File: src/rtl/vga_timing_pkg.sv
// ---------------------------------------------------------------------------
// vga_timing_pkg : shared 640x480@60 timing constants and output bundle type
// Revision 1.0
// ---------------------------------------------------------------------------
`default_nettype none

package vga_timing_pkg;

  localparam int c_h_visible    = 640;
  localparam int c_h_sync_start = 656;
  localparam int c_h_sync_end   = 751;
  localparam int c_h_total      = 800;

  localparam int c_v_visible    = 480;
  localparam int c_v_sync_start = 490;
  localparam int c_v_sync_end   = 491;
  localparam int c_v_total      = 525;

  typedef struct packed {
    logic       hsync;
    logic       vsync;
    logic       video_on;
    logic [9:0] pixel_x;
    logic [9:0] pixel_y;
    logic       frame_start;
  } sync_out_t;

  localparam sync_out_t c_sync_out_rst = '{
    hsync:       1'b1,
    vsync:       1'b1,
    video_on:    1'b0,
    pixel_x:     10'd0,
    pixel_y:     10'd0,
    frame_start: 1'b0
  };

endpackage

`default_nettype wire

File: src/rtl/vsync_counter.sv
// ---------------------------------------------------------------------------
// vsync_counter : vertical line counter with frame counter on wrap
// Revision 1.0
// ---------------------------------------------------------------------------
`default_nettype none

module vsync_counter
  import vga_timing_pkg::*;
#(
  parameter int V_TOTAL = c_v_total
) (
  input  logic        clk_25Hz,
  input  logic        rst_n,
  input  logic        enable,
  output logic [15:0] v_count,
  output logic [7:0]  frame_count
);

  localparam logic [15:0] c_v_last = 16'(V_TOTAL - 1);

  logic [15:0] r_v_count;
  logic [7:0]  r_frame_count;
  logic        w_last_line;

  assign w_last_line = (r_v_count == c_v_last);

  always_ff @(posedge clk_25Hz) begin
    if (!rst_n) begin
      r_v_count     <= '0;
      r_frame_count <= '0;
    end else if (enable) begin
      if (w_last_line) begin
        r_v_count     <= '0;
        r_frame_count <= r_frame_count + 8'd1;
      end else begin
        r_v_count     <= r_v_count + 16'd1;
      end
    end
  end

  assign v_count     = r_v_count;
  assign frame_count = r_frame_count;

endmodule

`default_nettype wire

File: src/rtl/vsync_timing_gen.sv
// ---------------------------------------------------------------------------
// vsync_timing_gen : vertical count plus registered 640x480 sync/blank decode
// Revision 1.0
// ---------------------------------------------------------------------------
`default_nettype none

module vsync_timing_gen
  import vga_timing_pkg::*;
#(
  parameter int H_VISIBLE    = c_h_visible,
  parameter int H_SYNC_START = c_h_sync_start,
  parameter int H_SYNC_END   = c_h_sync_end,
  parameter int V_VISIBLE    = c_v_visible,
  parameter int V_SYNC_START = c_v_sync_start,
  parameter int V_SYNC_END   = c_v_sync_end,
  parameter int V_TOTAL      = c_v_total
) (
  input  logic        clk_25Hz,
  input  logic        rst_n,
  input  logic        enable_v_counter,
  input  logic [15:0] h_count,
  output logic        hsync,
  output logic        vsync,
  output logic        video_on,
  output logic [9:0]  pixel_x,
  output logic [9:0]  pixel_y,
  output logic [15:0] v_count,
  output logic        frame_start,
  output logic [7:0]  frame_count
);

  localparam logic [15:0] c_h_vis     = 16'(H_VISIBLE);
  localparam logic [15:0] c_h_sync_lo = 16'(H_SYNC_START);
  localparam logic [15:0] c_h_sync_hi = 16'(H_SYNC_END);
  localparam logic [15:0] c_v_vis     = 16'(V_VISIBLE);
  localparam logic [15:0] c_v_sync_lo = 16'(V_SYNC_START);
  localparam logic [15:0] c_v_sync_hi = 16'(V_SYNC_END);

  logic [15:0] r_h_d;
  logic        r_s1_valid;
  logic [15:0] w_v_count;
  logic        w_video_on;
  sync_out_t   w_next;
  sync_out_t   r_out;

  // r_s1_valid keeps stage 2 at reset values for the first cycle after reset,
  // where r_h_d/v_count still hold reset zeros rather than a real (0,0).
  always_ff @(posedge clk_25Hz) begin
    if (!rst_n) begin
      r_h_d      <= '0;
      r_s1_valid <= 1'b0;
    end else begin
      r_h_d      <= h_count;
      r_s1_valid <= 1'b1;
    end
  end

  vsync_counter #(
    .V_TOTAL (V_TOTAL)
  ) u_vsync_counter (
    .clk_25Hz    (clk_25Hz),
    .rst_n       (rst_n),
    .enable      (enable_v_counter),
    .v_count     (w_v_count),
    .frame_count (frame_count)
  );

  assign w_video_on = (r_h_d < c_h_vis) && (w_v_count < c_v_vis);

  always_comb begin
    w_next = c_sync_out_rst;
    if (r_s1_valid) begin
      w_next.hsync       = !((r_h_d >= c_h_sync_lo) && (r_h_d <= c_h_sync_hi));
      w_next.vsync       = !((w_v_count >= c_v_sync_lo) && (w_v_count <= c_v_sync_hi));
      w_next.video_on    = w_video_on;
      w_next.pixel_x     = w_video_on ? r_h_d[9:0] : 10'd0;
      w_next.pixel_y     = w_video_on ? w_v_count[9:0] : 10'd0;
      w_next.frame_start = (r_h_d == 16'd0) && (w_v_count == 16'd0);
    end
  end

  always_ff @(posedge clk_25Hz) begin
    if (!rst_n) begin
      r_out <= c_sync_out_rst;
    end else begin
      r_out <= w_next;
    end
  end

  assign hsync       = r_out.hsync;
  assign vsync       = r_out.vsync;
  assign video_on    = r_out.video_on;
  assign pixel_x     = r_out.pixel_x;
  assign pixel_y     = r_out.pixel_y;
  assign frame_start = r_out.frame_start;
  assign v_count     = w_v_count;

endmodule

`default_nettype wire

File: config.mk
export PLATFORM = sky130hd
export DESIGN_NAME = vsync_timing_gen
export DESIGN_NICKNAME = d
export VERILOG_FILES = /design/src/rtl/vga_timing_pkg.sv /design/src/rtl/vsync_counter.sv /design/src/rtl/vsync_timing_gen.sv
export SDC_FILE = /design/constraint.sdc
export NUM_CORES = 1
export LEC_CHECK = 0
export ABC_AREA = 0
export CAP_MARGIN = 20
export CORE_AREA = 2 2 70 99
export DETAILED_ROUTE_END_ITERATION = 8
export DIE_AREA = 0 0 72 101
export HOLD_SLACK_MARGIN = 0.02
export PLACE_DENSITY_LB_ADDON = 0.25
export SKIP_LAST_GASP = 1
export SLEW_MARGIN = 20
export SYNTH_ARGS = -nofsm -noshare
export SYNTH_HDL_FRONTEND = slang
export SYNTH_HIERARCHICAL = 1
export SYNTH_SLANG_ARGS = --single-unit
File: constraint.sdc
create_clock -name clk_25Hz -period 2.6 [get_ports clk_25Hz]
set_clock_uncertainty 0.2 [all_clocks]
set_input_delay 0.26 -clock clk_25Hz [delete_from_list [all_inputs] [get_ports clk_25Hz]]
set_output_delay 0.26 -clock clk_25Hz [all_outputs]
set_load 0.05 [all_outputs]
# Yosys cells after proc, flatten, opt, wreduce, memory -nomap -nowiden
# Index checks and enable logic that the tools add are counted.
[classes]
n_addsub = 2
magnitude_cmp = 6
n_eq_ne = 1
mux = 2
n_reduce_logical = 11
[ops]
columns = ["operator", "n"]
rows = [
  ["$logic_not A16 Y1", 2],
  ["$add A16 B1 Y16 const B", 1],
  ["$eq A16 B10 Y1 const B", 1],
  ["$ge A16 B10 Y1 const B", 1],
  ["$ge A16 B9 Y1 const B", 1],
  ["$le A16 B10 Y1 const B", 1],
  ["$le A16 B9 Y1 const B", 1],
  ["$lt A16 B10 Y1 const B", 1],
  ["$lt A16 B9 Y1 const B", 1],
  ["$mux W16", 1],
  ["$add A8 B1 Y8 const B", 1],
  ["$logic_and A1 B1 Y1", 4],
  ["$reduce_and A2 Y1", 2],
  ["$reduce_and A3 Y1", 1],
  ["$logic_not A1 Y1", 2],
  ["$mux W1", 1],
]
[totals]
regBits = 65
input_bits = 19
out_inout_bits = 48

# Depth between registers and ports, before layout
# Gate-level depths: netlist of run 1.
[logic_depth]
word_depth = 3
ltp_mapped = 7
depth_no_buf = 6

# Cells and area by module
# The synthesis of run 1 kept the hierarchy.
[modules_own_cells]
columns = ["module", "instances", "cells_each", "area_per_inst_um2"]
rows = [
  ["vsync_timing_gen", 1, 127, 1360.1],
  ["vsync_counter", 1, 129, 1129.8],
]

# Least setup slack after synthesis of run 1
# Ideal clock, no wire load.
[synth_timing]
kind = "register to register"
startpoint = "register u_vsync_counter.r_v_count[2] (netlist: u_vsync_counter/v_count[2])"
endpoint = "register u_vsync_counter.r_frame_count[5] (netlist: u_vsync_counter/frame_count[5])"
arrival_ps = 1782
setup_slack_ps = 483
path_stages_with_launch = 6
n_path_buf = 1
synth_period_minus_slack_ps = 2117
path_cell_list = "dfxtp_1 -> and4_1 -> nand4_1 -> buf_2 -> o311ai_0 -> o41ai_1"
[synth_via]
elab_chain_len = 2
[synth_lines]
columns = ["item", "line_no", "source"]
rows = [
  ["start, declared", "vsync_counter.sv:21", "logic [15:0] r_v_count;"],
  ["start signal, assigned", "vsync_counter.sv:36", "r_v_count <= r_v_count + 16'd1;"],
  ["$eq A16 B10 Y1", "vsync_counter.sv:25", "assign w_last_line = (r_v_count == c_v_last);"],
  ["$reduce_and A2 Y1 (no source line)", "-", ""],
  ["end signal, assigned", "vsync_counter.sv:34", "r_frame_count <= r_frame_count + 8'd1;"],
  ["end, declared", "vsync_counter.sv:22", "logic [7:0] r_frame_count;"],
]
# Every way passes these cells.
# A chain may end at the register's enable or synchronous reset.

# Final worst setup path of run 1
[layout_timing]
startpoint = "register u_vsync_counter.r_v_count[4] (netlist: u_vsync_counter/v_count[4])"
endpoint = "register u_vsync_counter.r_v_count[14] (netlist: u_vsync_counter/v_count[14])"
[layout_via]
elab_chain_len = 2
elab_cells_between_ends = 3
classes_between = "add/sub (1); eq/ne (1); mux (1)"
[layout_lines]
columns = ["item", "line_no", "source"]
rows = [
  ["$add A16 B1 Y16 / $eq A16 B10 Y1 (equally long branches)", "vsync_counter.sv:36, vsync_counter.sv:25", ""],
  ["$mux W16 (*)", "vsync_counter.sv:32", "if (w_last_line) begin"],
]
# Every way passes the cells marked *; elsewhere a longest branch is shown, timed or not.

==> summary.json, run 1 <==
{
  "logic_synthesis": {
    "synthFlopType": "sky130_fd_sc_hd__dfxtp_1",
    "synthArstFlopShare_pct": 0,
    "sequential_to_total_area_share_from_yosys_stat_pct": 52.3,
    "synthesis.yosys.warnings": 6,
    "synth.ff_latch_count": 65,
    "post_synth.cell_area_avg_sq_um": 9.73,
    "syn_nets": 278,
    "synth-edff-count": 0,
    "synth_top_area_share_pct": 52.3,
    "netlist_instances": 256,
    "ys_top_cells_by_area": "sky130_fd_sc_hd__dfxtp_1 (52%), sky130_fd_sc_hd__and2_1 (4.8%), sky130_fd_sc_hd__nor3_1 (4.4%)",
    "synth_largest_area_cell": "sky130_fd_sc_hd__dfxtp_1",
    "post_synth_num_cell_types": 40,
    "netlist_area_sq_um": 2490
  },
  "floorplanning": {
    "die_y_microns": 101,
    "num_io_pins": 67,
    "num_rows": 35,
    "placeableCoreArea_sq_um": 6440,
    "fp.dieW_microns": 72,
    "die_area_sq_um": 7270,
    "initial_cell_density_of_the_core_pct": 38.7
  },
  "timing": {
    "timing.setup.tns_ns": 0,
    "layout_worst_path_cycle_share_pct": 91.4,
    "fmaxAchievable_mhz": 421,
    "slew_violations": 0,
    "hold_viol": 0,
    "layout_min_cycle_time_ns": 2.38,
    "layout_setup_ws_ns": 0.224,
    "rsz_0062_raised_after_global_routing": "no",
    "timing_worst_slew_pin_value_ns": 0.708,
    "maxSlewHeadroom_pct": 52.7,
    "timing.final.setup_violations": 0
  },
  "clocking": {
    "clock_sinks": 65,
    "clk_root_buf": "sky130_fd_sc_hd__clkbuf_8",
    "cts-buffers-inserted": 9,
    "cts_max_level": 3,
    "cts_buffer_depth": 2,
    "path_clk_slew_ns": 0.07,
    "post_cts_resize_count": 0,
    "post_cts.repair.setup_buffers": 0,
    "cts_tree": "yes",
    "clk-insertion-delay-late_ns": 0.34,
    "hold_buffers": 0
  },
  "pwr": {
    "power_leakage_nw": 1.23,
    "internal_power_w": 0.00177,
    "netSwitchingFraction_pct": 20.5,
    "fin_total_pwr_w": 0.00223,
    "power.net_switching_w": 0.000459,
    "power.share.sequential_pct": 46.2,
    "p_comb_share_pct": 6.6,
    "p_per_area_nw_per_um2": 633,
    "peakVddDrop_v": 0.000419,
    "share_clk_of_total_power_pct": 47.2
  },
  "global_routing": {
    "grtUsageMet1_pct": 18.8,
    "globalRouteMet2Util_pct": 25.4,
    "globalRouteMet3Util_pct": 4.70,
    "grt_busiest_layer": "met2",
    "grt_max_degree": 29,
    "grt_antenna_before_repair": 0,
    "gr-usage-all-layers_pct": 16.0,
    "grt_first_pass_wirelength_mm": 8.92,
    "grt.overflow.total": 0,
    "first_global_vias": 1913
  },
  "worst_setup_path": {
    "critical_path_class": "flip-flop to flip-flop",
    "max_stage_delay_cell_worst_path": "sky130_fd_sc_hd__nor4_1",
    "rr_endpoint": "u_vsync_counter/v_count[14]",
    "reg2reg_depth": 5,
    "arrival_ns": 2.37,
    "crit-reg2reg-launch": "u_vsync_counter/v_count[4]",
    "cp-end-kind": "flip-flop",
    "required_time_of_the_critical_path_ns": 2.60,
    "worst_setup_path_startpoint": "u_vsync_counter/v_count[4]",
    "worstPathCellList": "nor4_1 > nand4_1 > buf_4 > nand2_1 > nor2_1",
    "kind_of_start_point_of_the_critical_path": "flip-flop",
    "cp_max_fo": 16,
    "reg2reg_setup_slack_ns": 0.22,
    "crit_path_max_incr_delay_ns": 0.47
  },
  "placed_design": {
    "placement.setup.worst_slack_ns": 0.284,
    "io_buf_count": 66,
    "dp_hpwl_mm": 4.03,
    "gpl.final_weighted_congestion": 0.780,
    "dpl-instance-area_sq_um": 3270
  },
  "route": {
    "drt-wirelength-per-cell_microns": 13.2,
    "drt_first_iter_violations": 93,
    "routed_via_density": 4.97,
    "routed-via-count": 2058,
    "drt_wl_total_mm": 5.48,
    "drcViolationCount": 0,
    "detail-route-antenna-nets": 0,
    "detailedRoute.firstPassIterationCount": 5
  },
  "hold_path": {
    "worst_hold_path.endpoint": "pixel_x[0]",
    "hold-path-cell-count": 2,
    "timing.hold.worst.class": "flip-flop to flip-flop",
    "hold_path.startpoint": "r_h_d[0]"
  },
  "cells_and_area": {
    "diode_insertion_count_for_antenna_repair": 0,
    "synthToLayoutAreaGrowth_pct": 41.7,
    "final.fill_count": 569,
    "final_common_cell": "sky130_fd_sc_hd__clkdlybuf4s50_1",
    "layout-drive-gt1-share_pct": 9.71,
    "num-nets-final": 357,
    "finalInstanceArea_sq_um": 3530,
    "mostFrequentLayoutCells": "sky130_fd_sc_hd__clkdlybuf4s50_1 (66), sky130_fd_sc_hd__dfxtp_1 (65), sky130_fd_sc_hd__inv_1 (26)"
  },
  "status": {
    "run_status": "finished clean"
  },
  "job": {
    "max-cap-violations": 0
  }
}
==> power groups by stage <==
| stage | logic, W | registers, W | clock network [W] |
|---|---|---|---|
| floorplan | 0.0000674 | 0.00107 | 0 |
| global placement | 0.000147 | 0.00105 | 0 |
| detailed placement | 0.000148 | 0.00105 | 0 |
| CTS | 0.000148 | 0.00103 | 0.00107 |
| global route | 0.000160 | 0.00103 | 0.00112 |
| finish | 0.000147 | 0.00103 | 0.00105 |
==> stage by stage <==
| step | util, % | hold WS (ns) | instances |
|---|---|---|---|
| 6_report | 54.8 | 0.244 | 414 |
| 5_1_grt | 54.8 | 0.267 | 414 |
| 4_1_cts | 54.8 | 0.246 | 414 |
| 3_5_place_dp | 50.8 | 0.234 | 398 |
| 3_3_place_gp | 50.8 | 0.238 | 398 |
| 2_1_floorplan | - | 0.0877 | 256 |
==> cells in the mapped netlist, types with 2 or more instances <==
cell type,instances
sky130_fd_sc_hd__mux2i_1,2
sky130_fd_sc_hd__xnor2_1,12
sky130_fd_sc_hd__inv_1,26
sky130_fd_sc_hd__xor2_1,4
sky130_fd_sc_hd__or3_1,3
sky130_fd_sc_hd__o41ai_1,2
sky130_fd_sc_hd__nor3_1,22
sky130_fd_sc_hd__nor4_1,11
sky130_fd_sc_hd__buf_2,3
sky130_fd_sc_hd__or4_1,2
sky130_fd_sc_hd__nand3_1,5
sky130_fd_sc_hd__nand2_1,10
sky130_fd_sc_hd__o21ai_0,4
sky130_fd_sc_hd__o311ai_0,2
sky130_fd_sc_hd__nor2_1,21
sky130_fd_sc_hd__dfxtp_1,65
sky130_fd_sc_hd__ha_1,3
sky130_fd_sc_hd__nand4_1,15
sky130_fd_sc_hd__clkbuf_1,3
sky130_fd_sc_hd__and2_1,19
sky130_fd_sc_hd__a21boi_0,3
==> worst max-delay path by stage <==
stage | cells past startpoint | end
after floorplan | 5 | u_vsync_counter/frame_count[5]
after global placement | 6 | u_vsync_counter/v_count[0]
after detailed placement | 6 | u_vsync_counter/v_count[1]
after CTS | 5 | u_vsync_counter/v_count[14]
after global routing | 5 | u_vsync_counter/v_count[14]
final | 5 | u_vsync_counter/v_count[14]
==> cells by family after synthesis <==
family	Yosys count	share of synthesized area (%)
AOI/OAI and AO/OA	18	7.24
xor gates and xnor gates	16	5.63
adders and majority gates	3	1.51
buffers and inverters	34	5.73
DFF	65	52.3
muxes	2	0.804
other	1	0.151
and+or+nand+nor	117	26.7
==> critical path, delay by kind of cell (launching register included) <==
kind / cells / cell delay (ns)
buf+inv: 1 / 0.28
simple gates: 4 / 1.36
flops: 1 / 0.38
==> cell type report <==
class	instances	area, sq um	share of cell area (%)
clock inverter	4	98.8	2.80
sequential	65	1300	36.9
inverter	26	97.6	2.77
clock buffer	12	155	4.40
multi-input combinational	157	1050	29.7
tap	74	92.6	2.63
timing repair buffer	76	736	20.9
==> per-layer routing <==
metal | wire, microns | part of all wire (%) | vias up
met5 | 0 | 0 | -
li1 | - | - | 1042
met4 | 166 | 3.0 | 0
met3 | 313 | 5.7 | 15
met1 | 2390 | 44 | 934
met2 | 2610 | 48 | 67
==> state kept, by name, indices dropped and copies added, names as in the netlist, 8 cells and up <==
| register | flops |
|---|---|
| pixel_y | 10 |
| r_h_d | 16 |
| u_vsync_counter/frame_count | 8 |
| pixel_x | 10 |
| u_vsync_counter/v_count | 16 |
No activity file was read; power rests on OpenSTA's default activity.
==> inputs of run 2 (changes only) <==
--- a/config.mk
+++ b/config.mk
@@ -12,6 +12,7 @@
 export DIE_AREA = 0 0 72 101
 export HOLD_SLACK_MARGIN = 0.02
 export PLACE_DENSITY_LB_ADDON = 0.25
+export SKIP_CTS_REPAIR_TIMING = 1
 export SKIP_LAST_GASP = 1
 export SLEW_MARGIN = 20
 export SYNTH_ARGS = -nofsm -noshare
==> results of run 2 <==
Final layout, timing and power as in run 1 (identical DEF).
==> inputs of run 3 (changes only) <==
--- a/config.mk
+++ b/config.mk
@@ -10,6 +10,7 @@
 export CORE_AREA = 2 2 70 99
 export DETAILED_ROUTE_END_ITERATION = 8
 export DIE_AREA = 0 0 72 101
+export GPL_TIMING_DRIVEN = 1
 export HOLD_SLACK_MARGIN = 0.02
 export PLACE_DENSITY_LB_ADDON = 0.25
 export SKIP_CTS_REPAIR_TIMING = 1
==> results of run 3 <==
Final layout, timing and power as in run 1 (identical DEF).
